===== src/rtl/demux_dispatch_seq.sv =====
// Feeder for the 1-to-16 demux: FIFO-buffered {data, sel} words presented as registered v/s beats.
// Optional broadcast replay of one word to every select is enabled by defining DEMUX_DISPATCH_BCAST_EN.
module demux_dispatch_seq #(
  parameter int WIDTH = 16,
  parameter int SEL_W = 4,
  parameter int DEPTH = 4
) (
  input  logic                       clk,
  input  logic                       rst_n,
  input  logic                       in_valid,
  output logic                       in_ready,
  input  logic [WIDTH-1:0]           in_data,
  input  logic [SEL_W-1:0]           in_sel,
  input  logic                       in_bcast,
  output logic [WIDTH-1:0]           v,
  output logic [SEL_W-1:0]           s,
  output logic                       out_valid,
  input  logic                       out_ready,
  output logic                       busy,
  output logic [$clog2(DEPTH):0]     level
);

  localparam int PTR_W = $clog2(DEPTH);
  localparam int LVL_W = PTR_W + 1;
  localparam int ENT_W = 1 + SEL_W + WIDTH;

`ifdef DEMUX_DISPATCH_BCAST_EN
  localparam logic BC_EN = 1'b1;
`else
  localparam logic BC_EN = 1'b0;
`endif

  // Handshakes: a transfer occurs on a rising edge where valid && ready are both high;
  // a producer holding valid keeps its payload stable until that edge.
  typedef enum logic [1:0] {IDLE = 2'd0, SEND = 2'd1, BCAST = 2'd2} state_t;

  state_t             state;
  logic [ENT_W-1:0]   mem [DEPTH];
  logic [PTR_W-1:0]   wr_ptr;
  logic [PTR_W-1:0]   rd_ptr;
  logic               head_bc;
  logic [SEL_W-1:0]   head_sel;
  logic [WIDTH-1:0]   head_data;
  logic               push;
  logic               pop;
  logic               last_beat;

  assign in_ready = (level != LVL_W'(DEPTH));
  assign push     = in_valid && in_ready;
  assign {head_bc, head_sel, head_data} = mem[rd_ptr];
  assign busy     = (level != '0) || out_valid;

`ifdef DEMUX_DISPATCH_BCAST_EN
  logic [SEL_W-1:0] bc;
  assign last_beat = (state == SEND) || ((state == BCAST) && (&bc));
`else
  logic unused_head_bc;
  assign unused_head_bc = head_bc;
  assign last_beat      = (state == SEND);
`endif

  // A pop loads the output registers, either from IDLE or as the final beat completes.
  assign pop = (level != '0) && ((state == IDLE) || (out_ready && last_beat));

  always_ff @(posedge clk) begin
    if (push) mem[wr_ptr] <= {in_bcast & BC_EN, in_sel, in_data};
  end

  always_ff @(posedge clk or negedge rst_n) begin
    if (!rst_n) begin
      wr_ptr    <= '0;
      rd_ptr    <= '0;
      level     <= '0;
      state     <= IDLE;
      v         <= '0;
      s         <= '0;
      out_valid <= 1'b0;
`ifdef DEMUX_DISPATCH_BCAST_EN
      bc        <= '0;
`endif
    end else begin
      if (push) wr_ptr <= wr_ptr + PTR_W'(1);
      if (pop)  rd_ptr <= rd_ptr + PTR_W'(1);
      case ({push, pop})
        2'b10:   level <= level + LVL_W'(1);
        2'b01:   level <= level - LVL_W'(1);
        default: level <= level;
      endcase
      if (pop) begin
        v         <= head_data;
        out_valid <= 1'b1;
`ifdef DEMUX_DISPATCH_BCAST_EN
        if (head_bc) begin
          s     <= '0;
          bc    <= '0;
          state <= BCAST;
        end else begin
          s     <= head_sel;
          state <= SEND;
        end
`else
        s     <= head_sel;
        state <= SEND;
`endif
      end else if (out_valid && out_ready) begin
`ifdef DEMUX_DISPATCH_BCAST_EN
        if ((state == BCAST) && !(&bc)) begin
          bc <= bc + SEL_W'(1);
          s  <= s + SEL_W'(1);
        end else begin
          state     <= IDLE;
          out_valid <= 1'b0;
        end
`else
        state     <= IDLE;
        out_valid <= 1'b0;
`endif
      end
    end
  end

endmodule


===== config.mk =====
export PLATFORM = sky130hd
export DESIGN_NAME = demux_dispatch_seq
export DESIGN_NICKNAME = d
export VERILOG_FILES = /design/src/rtl/demux_dispatch_seq.sv
export SDC_FILE = /design/constraint.sdc
export NUM_CORES = 1
export LEC_CHECK = 0
export CAP_MARGIN = 25
export CORE_MARGIN = 5
export CORE_UTILIZATION = 50
export DETAILED_ROUTE_END_ITERATION = 8
export PLACE_DENSITY = 0.82
export SYNTH_ARGS = -nofsm -noshare
export SYNTH_HDL_FRONTEND = slang
export SYNTH_SLANG_ARGS = --single-unit

===== constraint.sdc =====
create_clock -name clk -period 5.08 [get_ports clk]
set_clock_uncertainty 0.05 [all_clocks]
set_input_delay 0.762 -clock clk [delete_from_list [all_inputs] [get_ports clk]]
set_output_delay 0.762 -clock clk [all_outputs]
set_load 0.02 [all_outputs]

Yosys cells after proc, flatten, opt, wreduce, memory -nomap -nowiden

Memories as Yosys holds them, arrays and structs flattened. A register that Yosys moved wholly into a read port is not among the register bits.
Index checks and enable logic that the tools add are counted.
Widths: inputs -> output; s select.

Bits in writable memories: 80
Word-level logic and storage cells: 32
ROM bits: 0
Latch bits: 0
Flip-flop bits (word level): 10
Memories: 1
Output and inout port bits: 26
Input port bits: 25

Memories:

| memory | depth | width | read ports | clocked after Yosys merged registers in | write ports | RTL line | text |
|---|---|---|---|---|---|---|---|
| mem    | 4     | 20    | 1          | 1                                       | 1           | 38       | `logic [ENT_W-1:0] mem [DEPTH];` |

Multiplexer cells: 7
Eq/ne operators: 4
Divide/modulo/power cells: 0
Reduce and logical (&&, ||, !) cells: 11
Shift operators: 0
Add/sub/neg operators: 4
Bitwise logic cells: 0
Magnitude comparators: 0
$mul: 0

Operators with widths:

| operator            | number |
|---|---|
| $pmux 3 s2          | 1 |
| $add 2x1->2 const B | 2 |
| $eq 2x1->1 const B  | 2 |
| $logic_and 1x1->1   | 4 |
| $mux 1              | 4 |
| $mux 2              | 2 |
| $reduce_bool 2->1   | 2 |
| $add 3x1->3 const B | 1 |
| $ne 3x3->1 const B  | 1 |
| $reduce_bool 3->1   | 1 |
| $sub 3x1->3 const B | 1 |
| $eq 2x2->1 const B  | 1 |
| $logic_not 2->1     | 1 |
| $logic_or 1x1->1    | 2 |
| $logic_not 1->1     | 1 |

Depth between registers and ports, before layout

Gate-level depths: netlist of the first run.

Word-level depth: 6
Gate-level depth with buffers: 9
Gate-level depth less buffers: 9

Least setup slack after synthesis of the first run

No wires, ideal clock.

Path kind: input -> register
Start point: input out_ready
End point: register level[2]
Setup time: 80 ps
Path buffers: 1
Stages: 9
Path slack: 2,737 ps
Data arrival time: 2,213 ps
Cell sequence: inv_1 a21oi_2 buf_4 ha_1 inv_1 fa_1 xor2_1 nor2_1 xor2_1

Longest elaborated chain between the ends: 5
Elaborated cells on any way between the ends: 7
Classes of those cells: eq/ne: 2; mux: 1; reduce/logical: 4

Ends and longest elaborated chain:

| item                                                   | RTL line | text |
|---|---|---|
| from (decl)                                            | 18       | `input logic out_ready,` |
| $logic_and 1x1->1 *                                    | 63       | `assign pop = (level != '0) && ((state == IDLE) \|\| (out_ready && last_beat));` |
| $logic_or 1x1->1 *                                     | 63       |  |
| $logic_and 1x1->1 *                                    | 63       |  |
| net pop                                                | 45       | `logic pop;` |
| $eq 2x1->1 / $eq 2x2->1 (equally long branches)        | 84       | `case ({push, pop})` |
| $pmux 3 s2 / $reduce_bool 2->1 (equally long branches) | -        |  |
| to (signal assigned)                                   | 85       | `2'b10: level <= level + LVL_W'(1);` |
| to (signal assigned)                                   | 86       | `2'b01: level <= level - LVL_W'(1);` |
| to (signal assigned)                                   | 87       | `default: level <= level;` |
| to (decl)                                              | 20       | `output logic [$clog2(DEPTH):0] level` |

The timed path passes the listed nets; every way through them passes the cells marked *.
A chain may end at the register's enable or synchronous reset.

Final worst setup path of the first run

Start point: input out_ready
End point: register level[2]

Longest elaborated chain between the ends: 5
Elaborated cells on any way between the ends: 7
Classes of those cells: eq/ne: 2; mux: 1; reduce/logical: 4

Ends and longest elaborated chain:

| item                                                   | RTL line |
|---|---|
| $logic_and 1x1->1 *                                    | 63 |
| $logic_or 1x1->1 *                                     | 63 |
| $logic_and 1x1->1 *                                    | 63 |
| $eq 2x1->1 / $eq 2x2->1 (equally long branches)        | 84 |
| $pmux 3 s2 / $reduce_bool 2->1 (equally long branches) | - |

Mark *: on every way between the ends. The rest lies on a longest branch, timed or not.

==> key figures, run 1 <==
Run status
  – Status: finished clean

Critical path
  – Startpoint types: input pin
  – Critical path type: input pin to flop
  – Critical path endpoint category: flop
  – Worst Reg-to-Reg Cells: 9
  – Worst EP arrival: roughly 3000 ps
  – Crit-path max FO: 22
  – Worst EP required: about 5300 ps

Clock network
  – CTS Hold Bufs: 0
  – CTS tree: built
  – CTS Buffer Depth: 2
  – CTS Buf Count: 9
  – CTS Root Cell: clkbuf_8
  – Clk slew on worst S/H paths: about 90 ps
  – Skew-Pair Late Insertion Delay: roughly 360 ps
  – TritonCTS sink count: about 110
  – H-tree depth: 3
  – # Post-CTS Setup Buffers: 0
  – Resize count post-CTS: 0

Floorplanning
  – Die span in y: slightly above 100 um
  – Initial Utilization: 51.1%
  – Row Count: 33
  – Die Wd: just over 100 um
  – Core area: between 0.008 and 0.009 sq mm
  – Die area: slightly above 0.01 sq mm
  – I/O Pins: between 50 and 60

Yosys
  – Share of synthesized registers carrying an async set or reset: approximately a quarter
  – Mapped Avg Cell Area: 22.2 sq um
  – Register area share after synthesis: roughly 74%
  – Number of synthesized register bits: between 100 and 150
  – Post-Syn Area: between 0.004 and 0.005 sq mm
  – Number of flops mapped to enable cells by yosys: 80
  – Syn_nets: approximately 220
  – Post-Synthesis Cells: roughly 190
  – Top_reg_cell synth: edfxtp_1
  – Yosys warning total: 0
  – Distinct cells, synth: 25

Detailed routing
  – Antenna Nets Post-Route: 0
  – Vias/cell: between 5 and 6
  – DR vias: between 1,500 and 2,000
  – Detailed Routing Iterations Pass 1: 4
  – Mean routed wirelength per cell: 19.8 um
  – Drt total wl: approximately 7.1 mm
  – Starting DRC count in detailed routing: 63
  – Remaining DRCs: 0

Global routing
  – Gr ovfl total: 0
  – Antenna violations before repair: 0
  – First-pass GRT wire length: roughly 11 mm
  – Total track usage: about 15%
  – Vias in the first global route: 2,092
  – Largest net degree at the start of global routing: 29

Place
  – Post-DP HPWL: about 4.4 mm
  – PortBufs: 49
  – Place WS: 1960 ps
  – Area after DPL: between 0.004 and 0.005 sq mm
  – Gpl congestion: between 0.6 and 0.7

Layout
  – Storage element area: between 0.003 and 0.004 sq mm
  – Area of the multi-input gates: 0.00101 sq mm
  – Cell area after layout: 0.00506 sq mm
  – Diodes inserted: 0
  – Nets: 280
  – Fraction of layout cells with a size suffix above 1: between 20% and 30%
  – P&R area growth vs syn: 21.0%
  – Filler cells: roughly 560

Timing
  – Final TNS setup: 0 ps
  – Slew Limit Fails: 0
  – RSZ-0062 raised after global routing: false
  – Maximum clock rate: around 360 MHz
  – Final setup fails: 0
  – Max_slew headroom: a little over a third
  – Slack of the critical path: between 2000 and 2500 ps
  – Final hold violation count: 0
  – Period utilization: approximately 54%
  – Post-layout min period: ~2800 ps
  – Worst slew pin tran: roughly 960 ps

Pwr
  – Leak Pwr: about 1.9 nW
  – Peak supply drop: 264 uV
  – PD cells: roughly 580 mW/mm^2

Hold path
  – Hold Path Class: flop to flop
  – Worst hold path depth: 1

Run
  – Max-cap violations: 0
==> cell families after synthesis <==
family	Yosys count	share of synthesized area, %
fa+ha+maj	6	1.98
simple gates	12	2.01
buf+inv	13	1.74
mux	42	18.6
xor+xnor	6	1.26
flops	108	74.3
compound gates	1	0.210
==> placed cells by master, fill, tap and decap left out, types with 3 or more instances in the layout <==
cell type        synthesis  routed
edfxtp_1                80      80
and3_1                   4       4
dfrtp_1                 28      28
xor2_1                   4       4
buf_4                    2       3
inv_1                    7       7
mux4_2                  18      18
ha_1                     5       5
clkdlybuf4s50_1          0      49
clkbuf_8                 0      12
clkinv_2                 0       3
mux2_4                  19      19
==> cells in the mapped netlist (2+ instances only) <==
master | instances | share of area (%)
edfxtp_1 | 80 | 57
dfrtp_1 | 28 | 17
mux2_4 | 19 | 6.8
mux4_2 | 18 | 9.7
inv_1 | 7 | 0.63
ha_1 | 5 | 1.5
and3_1 | 4 | 0.60
xor2_1 | 4 | 0.84
buf_4 | 2 | 0.36
buf_6 | 2 | 0.54
mux2_2 | 2 | 0.54
mux4_1 | 2 | 1.3
nand2b_1 | 2 | 0.30
xnor2_1 | 2 | 0.42
==> where the power goes <==
part	switching, W	total (W)	internal [W]
logic	0.000469	0.00110	0.000627
registers	0.000152	0.00136	0.00121
clock network	0.000269	0.000486	0.000216
==> sequential cells by signal (all words and copies together) (netlist names) <==
signal	cells
state	1
level	3
mem	80
wr_ptr	2
v	16
rd_ptr	2
s	4
==> worst max-delay path: stages <==
cell and delay (ps):
clkdlybuf4s50_1 480, inv_1 70, a21oi_4 130, buf_4 390, ha_1 270, inv_1 60
fa_1 380, xor2_1 170, nor2_1 120, xor2_1 160
==> layer usage <==
layer	vias to the layer above	global-route usage, %	share of wire (%)	wire length (um)
li1	859	-	-	-
met1	1007	19.6	42	2990
met3	7	3.99	4.9	345
met2	48	25.0	52	3690
met5	-	0	0	0
met4	0	5.52	1.1	80
==> path summary, 6_finish.rpt <==
path / start / slack, ps / to
min in group asynchronous: rst_n / 740 / v[15]
worst min-delay path: v[3] / 470 / v[3]
worst min register to register: v[3] / 470 / v[3]
worst max register to register: level[0] / 2730 / level[2]
worst max-delay path: out_ready / 2320 / level[2]
max in group asynchronous: rst_n / 3950 / s[0]
==> per-stage QoR <==
stage / utilization (%) / power, W / std cells / hold slack [ps]
6_report: 61.9 / 0.00294 / 359 / 466
3_5_place_dp: 58.5 / 0.00245 / 339 / 447
4_1_cts: 60.8 / 0.00294 / 355 / 470
5_1_grt: 61.9 / 0.00310 / 359 / 483
3_3_place_gp: 58.5 / 0.00241 / 339 / 442
2_1_floorplan: - / 0.00207 / 188 / 416
==> cell type report <==
class / instances / area share [%]
Clock buffer: 12 / 3.27
Clock inverter: 4 / 0.445
Inverter: 7 / 0.520
Multi-Input combinational cell: 67 / 20.0
Sequential cell: 108 / 61.4
Tap cell: 105 / 2.60
Timing Repair Buffer: 56 / 11.8
Note: power is estimated with default switching activity, not from simulation.
==> run 2: changes to the inputs <==
Clock period 5.08 ns to 2.7 ns, I/O delays scaled along.
==> key figures, run 2 (same netlist as run 1, synthesis figures left out) <==
Run status
  – Status: finished clean

Layout
  – Fraction of layout cells with a size suffix above 1: 25.9% (-0.10 points)
  – Max reg flops: 80 (unchanged)
  – Layout Utilization: 61.6% (-0.24 points)
  – Most frequent cells in the layout: edfxtp_1 (80), clkdlybuf4s50_1 (49), dfrtp_1 (28)
  – Nets: 281 (+0.36%)
  – Diodes inserted: 0 (unchanged)
  – Most common cell after layout, fill and taps aside: edfxtp_1
  – Most flop-heavy register: mem
  – P&R area growth vs syn: 20.5%
  – Biggest regs: mem (80), v (16), s (4)

Timing
  – Slack of the critical path: 423 ps (-1900 ps)
  – Period utilization: approximately 84%
  – Post-layout min period: 2280 ps
  – Slew Limit Fails: 0 (unchanged)
  – Maximum clock rate: approximately 440 MHz
  – RSZ-0062 raised after global routing: false
  – Final setup fails: 0 (unchanged)
  – Max_slew headroom: 63.7% (+28 points)
  – Final hold slack: 388 ps (-77.3 ps)
  – Final hold violation count: 0 (unchanged)
  – Worst slew pin tran: 544 ps (-416 ps)
  – Final TNS setup: 0 ps (unchanged)

Floorplanning
  – Die span in y: 101 um (unchanged)
  – Die Wd: 101 um (unchanged)
  – Initial Utilization: 51.1% (unchanged)
  – Die area: 0.0103 sq mm (unchanged)
  – Row Count: 33 (unchanged)
  – Core area: 0.00818 sq mm (unchanged)
  – I/O Pins: 51 (unchanged)

Pwr
  – Leak Pwr: 1.84 nW (-0.73%)
  – PD cells: 1100 mW/mm^2 (+89%)
  – Peak supply drop: 390 uV (+48%)
  – Pwr Total: 0.00554 W (+89%)

Run
  – Max-cap violations: 0 (unchanged)

Clock network
  – # Post-CTS Setup Buffers: 0 (unchanged)
  – CTS Root Cell: clkbuf_8
  – CTS Buffer Depth: 2 (unchanged)
  – CTS Buf Count: 9 (unchanged)
  – CTS Hold Bufs: 0 (unchanged)
  – TritonCTS sink count: 108 (unchanged)
  – Resize count post-CTS: 0 (unchanged)
  – CTS tree: built
  – Skew-Pair Late Insertion Delay: 350 ps (about the same)
  – H-tree depth: 3 (unchanged)
  – Clk slew on worst S/H paths: 100 ps (about the same)

Detailed routing
  – Detailed Routing Iterations Pass 1: 4 (unchanged)
  – DR vias: 1,883 (-2.0%)
  – Antenna Nets Post-Route: 0 (unchanged)
  – Vias/cell: 5.23 (-2.3%)
  – Drt total wl: 6.61 mm (-7.0%)
  – Mean routed wirelength per cell: 18.4 um (-7.2%)
  – Starting DRC count in detailed routing: 96 (+52%)
  – Remaining DRCs: 0 (unchanged)

Critical path
  – Cell family with most CP delay: buffers and inverters
  – Crit-path max FO: 5 (-77%)
  – Worst EP required: 2250 ps (-3070 ps)
  – Worst path cell trace: nor3_2 -> nand2b_1 -> clkdlybuf4s50_1
  – CP max stage delay: 550 ps (+70 ps)
  – Startpoint types: flop
  – Critical path type: flop to primary output
  – Bufs and invs on worst path: 1 (-3)
  – Critical path endpoint category: primary output
  – CP max stage cell: clkdlybuf4s50_1
  – Worst EP arrival: 1820 ps (-1180 ps)

Global routing
  – Gr ovfl total: 0 (unchanged)
  – First-pass GRT wire length: 10.8 mm (-4.2%)
  – Vias in the first global route: 2,044 (-2.3%)
  – Largest net degree at the start of global routing: 29 (unchanged)
  – Total track usage: 14.3% (-0.86 points)
  – Antenna violations before repair: 0 (unchanged)

Place
  – Gpl congestion: 0.703 (+7.2%)
  – PortBufs: 49 (unchanged)
  – Place WS: 423 ps (-1540 ps)
  – Post-DP HPWL: 4.05 mm (-8.1%)

Hold path
  – Hold Path Class: input pin to async pin
-- run 2: cell types whose count changed in the layout (fill, tap and decap cells not counted), sizes merged --
cell and change:
clkinvlp +2, bufinv +1, clkinv -2, buf +1
clkbuf -1
-- run 2: stage by stage --
step | cells | cell area (sq um)
after detailed placement | 344 | 4830
final | 360 | 5040
after CTS | 360 | 5040
after floorplan | 188 | 4180
after global placement | 344 | 4830
after global routing | 360 | 5040
-- run 2: path summary, 6_finish.rpt --
check / start / to / slack, ps / cells past startpoint
hold / removal: rst_n / v[4] / 390 / 2
setup / recovery: level[0] / busy / 420 / 3
max in group asynchronous: rst_n / v[13] / 1920 / 2
min in group clk: s[2] / s[2] / 460 / 1
hold reg to reg: s[2] / s[2] / 460 / 1
setup reg to reg: level[0] / level[2] / 460 / 9
-- run 2: final cells by class --
class | instances | area [sq um]
Clock buffer | 11 | 141
Clock inverter | 5 | 61.3
Fill cell | 584 | 3140
Inverter | 7 | 26.3
Multi-Input combinational cell | 67 | 1010
Sequential cell | 108 | 3100
Tap cell | 105 | 131
Timing Repair Buffer | 57 | 563
-- run 2: power by group --
group | internal [W] | leakage (nW) | total [W] | switching [W]
sequential | 0.00227 | 1.06 | 0.00250 | 0.000229
clock | 0.000456 | 0.0918 | 0.000968 | 0.000512
combinational | 0.00116 | 0.693 | 0.00207 | 0.000917
-- run 2: routing by layer --
layer / share of wire [%] / vias to the layer above / track usage (%)
met4: 1.8 / 0 / 6.75
met1: 42 / 968 / 18.6
met2: 52 / 45 / 23.6
li1: - / 861 / -
met3: 4.1 / 9 / 2.48
met5: 0 / - / 0
-- run 2: worst register-to-register path, stage by stage (launching register included) --
cell	delay, ps
dfrtp_1	450
or3b_4	420
and2_4	190
inv_1	50
ha_1	170
inv_1	60
fa_1	370
xor2_1	170
nor2_1	110
xor2_1	140
==> run 3: changes to the inputs <==
Settings changed: CORE_UTILIZATION 50 to 49, PLACE_DENSITY 0.82 to 0.83.
Clock period 2.7 ns to 1.9 ns, I/O delays scaled along.
==> key figures, run 3 (same netlist as run 1, synthesis figures left out) <==
Critical path
  – Bufs and invs on worst path: 2 (+1)
  – Cell family with most CP delay: simple AND/OR/NAND/NOR gates
  – CP max stage delay: 410 ps (-140 ps)
  – Startpoint types: flop
  – R2r startpoint: level[1]
  – Crit-path max FO: 2 (-3)
  – Worst EP required: 2140 ps (-110 ps)
  – Crit path from: level[1]
  – CP Depth: 9 (+6)
  – Critical path endpoint category: flop
  – Critical path type: flop to flop
  – Worst EP arrival: 2280 ps (+460 ps)
  – CP max stage cell: or3b_4
  – Worst path cell trace: or3b_4 -> and2_4 -> inv_2 -> ha_4 -> inv_2 -> fa_2 -> xor2_1 -> nor2_1 -> xor2_1
  – Worst Reg-to-Reg Cells: 9 (unchanged)

Layout
  – Most flop-heavy register: mem
  – Area of the multi-input gates: 0.00103 sq mm (+2.1%)
  – Fraction of layout cells with a size suffix above 1: 31.7% (+5.8 points)
  – Most common cell after layout, fill and taps aside: edfxtp_1
  – Final cell count without fillers: 370 (+2.8%)
  – Storage element area: 0.00311 sq mm (about the same)
  – Layout Utilization: 62.5% (+0.87 points)
  – Nets: 291 (+3.6%)
  – Max reg flops: 80 (unchanged)
  – P&R area growth vs syn: 23.5%
  – Biggest regs: mem (80), v (16), s (4)
  – Diodes inserted: 0 (unchanged)
  – Most frequent cells in the layout: edfxtp_1 (80), clkdlybuf4s50_1 (47), dfrtp_1 (26)
  – Filler cells: 583 (-0.17%)

Floorplanning
  – Row Count: 33 (unchanged)
  – Die area: 0.0105 sq mm (+1.8%)
  – Die span in y: 102 um (+0.92%)
  – Die Wd: 102 um (+0.92%)
  – Core area: 0.00826 sq mm (+1.0%)
  – I/O Pins: 51 (unchanged)
  – Initial Utilization: 50.6% (-0.51 points)

Pwr
  – Clock power frac: 16.2% (-1.3 points)
  – Internal power: 0.00557 W (+43%)
  – Sequential Power Share: 43.5% (-1.6 points)
  – PD cells: 1570 mW/mm^2 (+43%)
  – Sw Ratio: 31.3% (+1.4 points)
  – Net switching power: 0.00253 W (+53%)
  – Peak supply drop: 673 uV (+73%)
  – Leak Pwr: 1.90 nW (+3.2%)
  – Comb power frac: 40.3% (+2.9 points)

Run status
  – Status: finished, violations left
  – Failing checks: negative setup slack

Detailed routing
  – Remaining DRCs: 0 (unchanged)
  – Vias/cell: 5.31 (+1.5%)
  – Starting DRC count in detailed routing: 40 (-58%)
  – Mean routed wirelength per cell: 19.6 um (+6.7%)
  – Detailed Routing Iterations Pass 1: 2 (-2)
  – Antenna Nets Post-Route: 0 (unchanged)
  – Drt total wl: 7.26 mm (+9.7%)
  – DR vias: 1,965 (+4.4%)

Hold path
  – Hold Path Class: input pin to async pin

Timing
  – Period utilization: 108%
  – Slack of the critical path: -143 ps (-566 ps)
  – Slew Limit Fails: 0 (unchanged)
  – Worst slew pin tran: 421 ps (-123 ps)
  – RSZ-0062 raised after global routing: true
  – Final setup fails: 2 (+2)
  – Post-layout min period: roughly 2000 ps
  – Final hold violation count: 0 (unchanged)
  – Max_slew headroom: 71.9% (+8.2 points)
  – Maximum clock rate: 490 MHz

Global routing
  – Largest net degree at the start of global routing: 29 (unchanged)
  – Vias in the first global route: 2,161 (+5.7%)
  – First-pass GRT wire length: 11.4 mm (+5.7%)
  – Gr ovfl total: 0 (unchanged)
  – Total track usage: 15.3% (+0.98 points)
  – Antenna violations before repair: 0 (unchanged)

Clock network
  – TritonCTS sink count: 108 (unchanged)
  – CTS Hold Bufs: 0 (unchanged)
  – CTS Buf Count: 9 (unchanged)
  – CTS tree: built
  – CTS Root Cell: clkbuf_8
  – H-tree depth: 3 (unchanged)
  – CTS Buffer Depth: 2 (unchanged)
  – Clk slew on worst S/H paths: 110 ps (about the same)
  – Skew-Pair Late Insertion Delay: 370 ps (+20 ps)

Place
  – PortBufs: 49 (unchanged)
  – Post-DP HPWL: 4.75 mm (+17%)
  – DP Cell Count: 353 (+2.6%)
  – Gpl congestion: 0.709 (+0.84%)
  – Place WS: -202 ps (-625 ps)

Run
  – Max-cap violations: 0 (unchanged)
==> run 3: changes by cell type in the layout (fill, tap and decap cells not counted), sizes merged <==
cell           change
clkdlybuf4s50      -2
clkinvlp           -2
inv                +5
clkbuf             -2
bufinv             -1
buf               +12
==> run 3: cell type report <==
| cell class | count | share of cell area (%) |
|---|---|---|
| repair buffers | 67 | 13.1 |
| clock buffers | 9 | 2.40 |
| flip-flops and latches | 108 | 60.2 |
| inverters | 7 | 0.509 |
| multi-input cells | 67 | 20.0 |
| well taps | 105 | 2.55 |
| clock inverters | 7 | 1.21 |
==> run 3: worst paths after layout <==
path / endpoint / slack (ps)
max: level[2] / -140
max in group asynchronous: level[0] / 1240
min reg2reg: v[14] / 470
min: v[1] / 230
max reg2reg: level[2] / -140
min in group clk: v[14] / 470
==> run 3: power groups by stage <==
stage / Sequential [W] / Clock, W / Combinational [W]
2_1_floorplan: 0.00384 / 0 / 0.00174
3_3_place_gp: 0.00353 / 0 / 0.00319
3_5_place_dp: 0.00358 / 0 / 0.00330
4_1_cts: 0.00354 / 0.00135 / 0.00331
5_1_grt: 0.00359 / 0.00144 / 0.00348
6_report: 0.00353 / 0.00131 / 0.00326
==> run 3: repair_timing <==
item,CTS,global route
setup endpoints to repair,4,3
buffers inserted,0,1
resized for setup,8,1
pin swaps,6,4
==> run 3: per-layer routing <==
metal  GRT usage [%]  vias to the layer above  share of wire (%)
met1            18.1                     1034                 40
li1                -                      877                  -
met2            26.7                       43                 54
met5               0                        -                  0
met4            5.05                        0                1.7
met3            4.64                       11                3.7
==> run 3: metrics by stage <==
stage | setup TNS [ps] | instance area [sq um] | power, W | hold slack [ps]
detailed placement | -1460 | 4970 | 0.00688 | 446
global placement | -491 | 4970 | 0.00672 | 444
global route | -290 | 5160 | 0.00852 | 253
CTS | -215 | 5160 | 0.00820 | 233
finish | -171 | 5160 | 0.00810 | 230
floorplan | -457 | 4200 | 0.00558 | -60.6
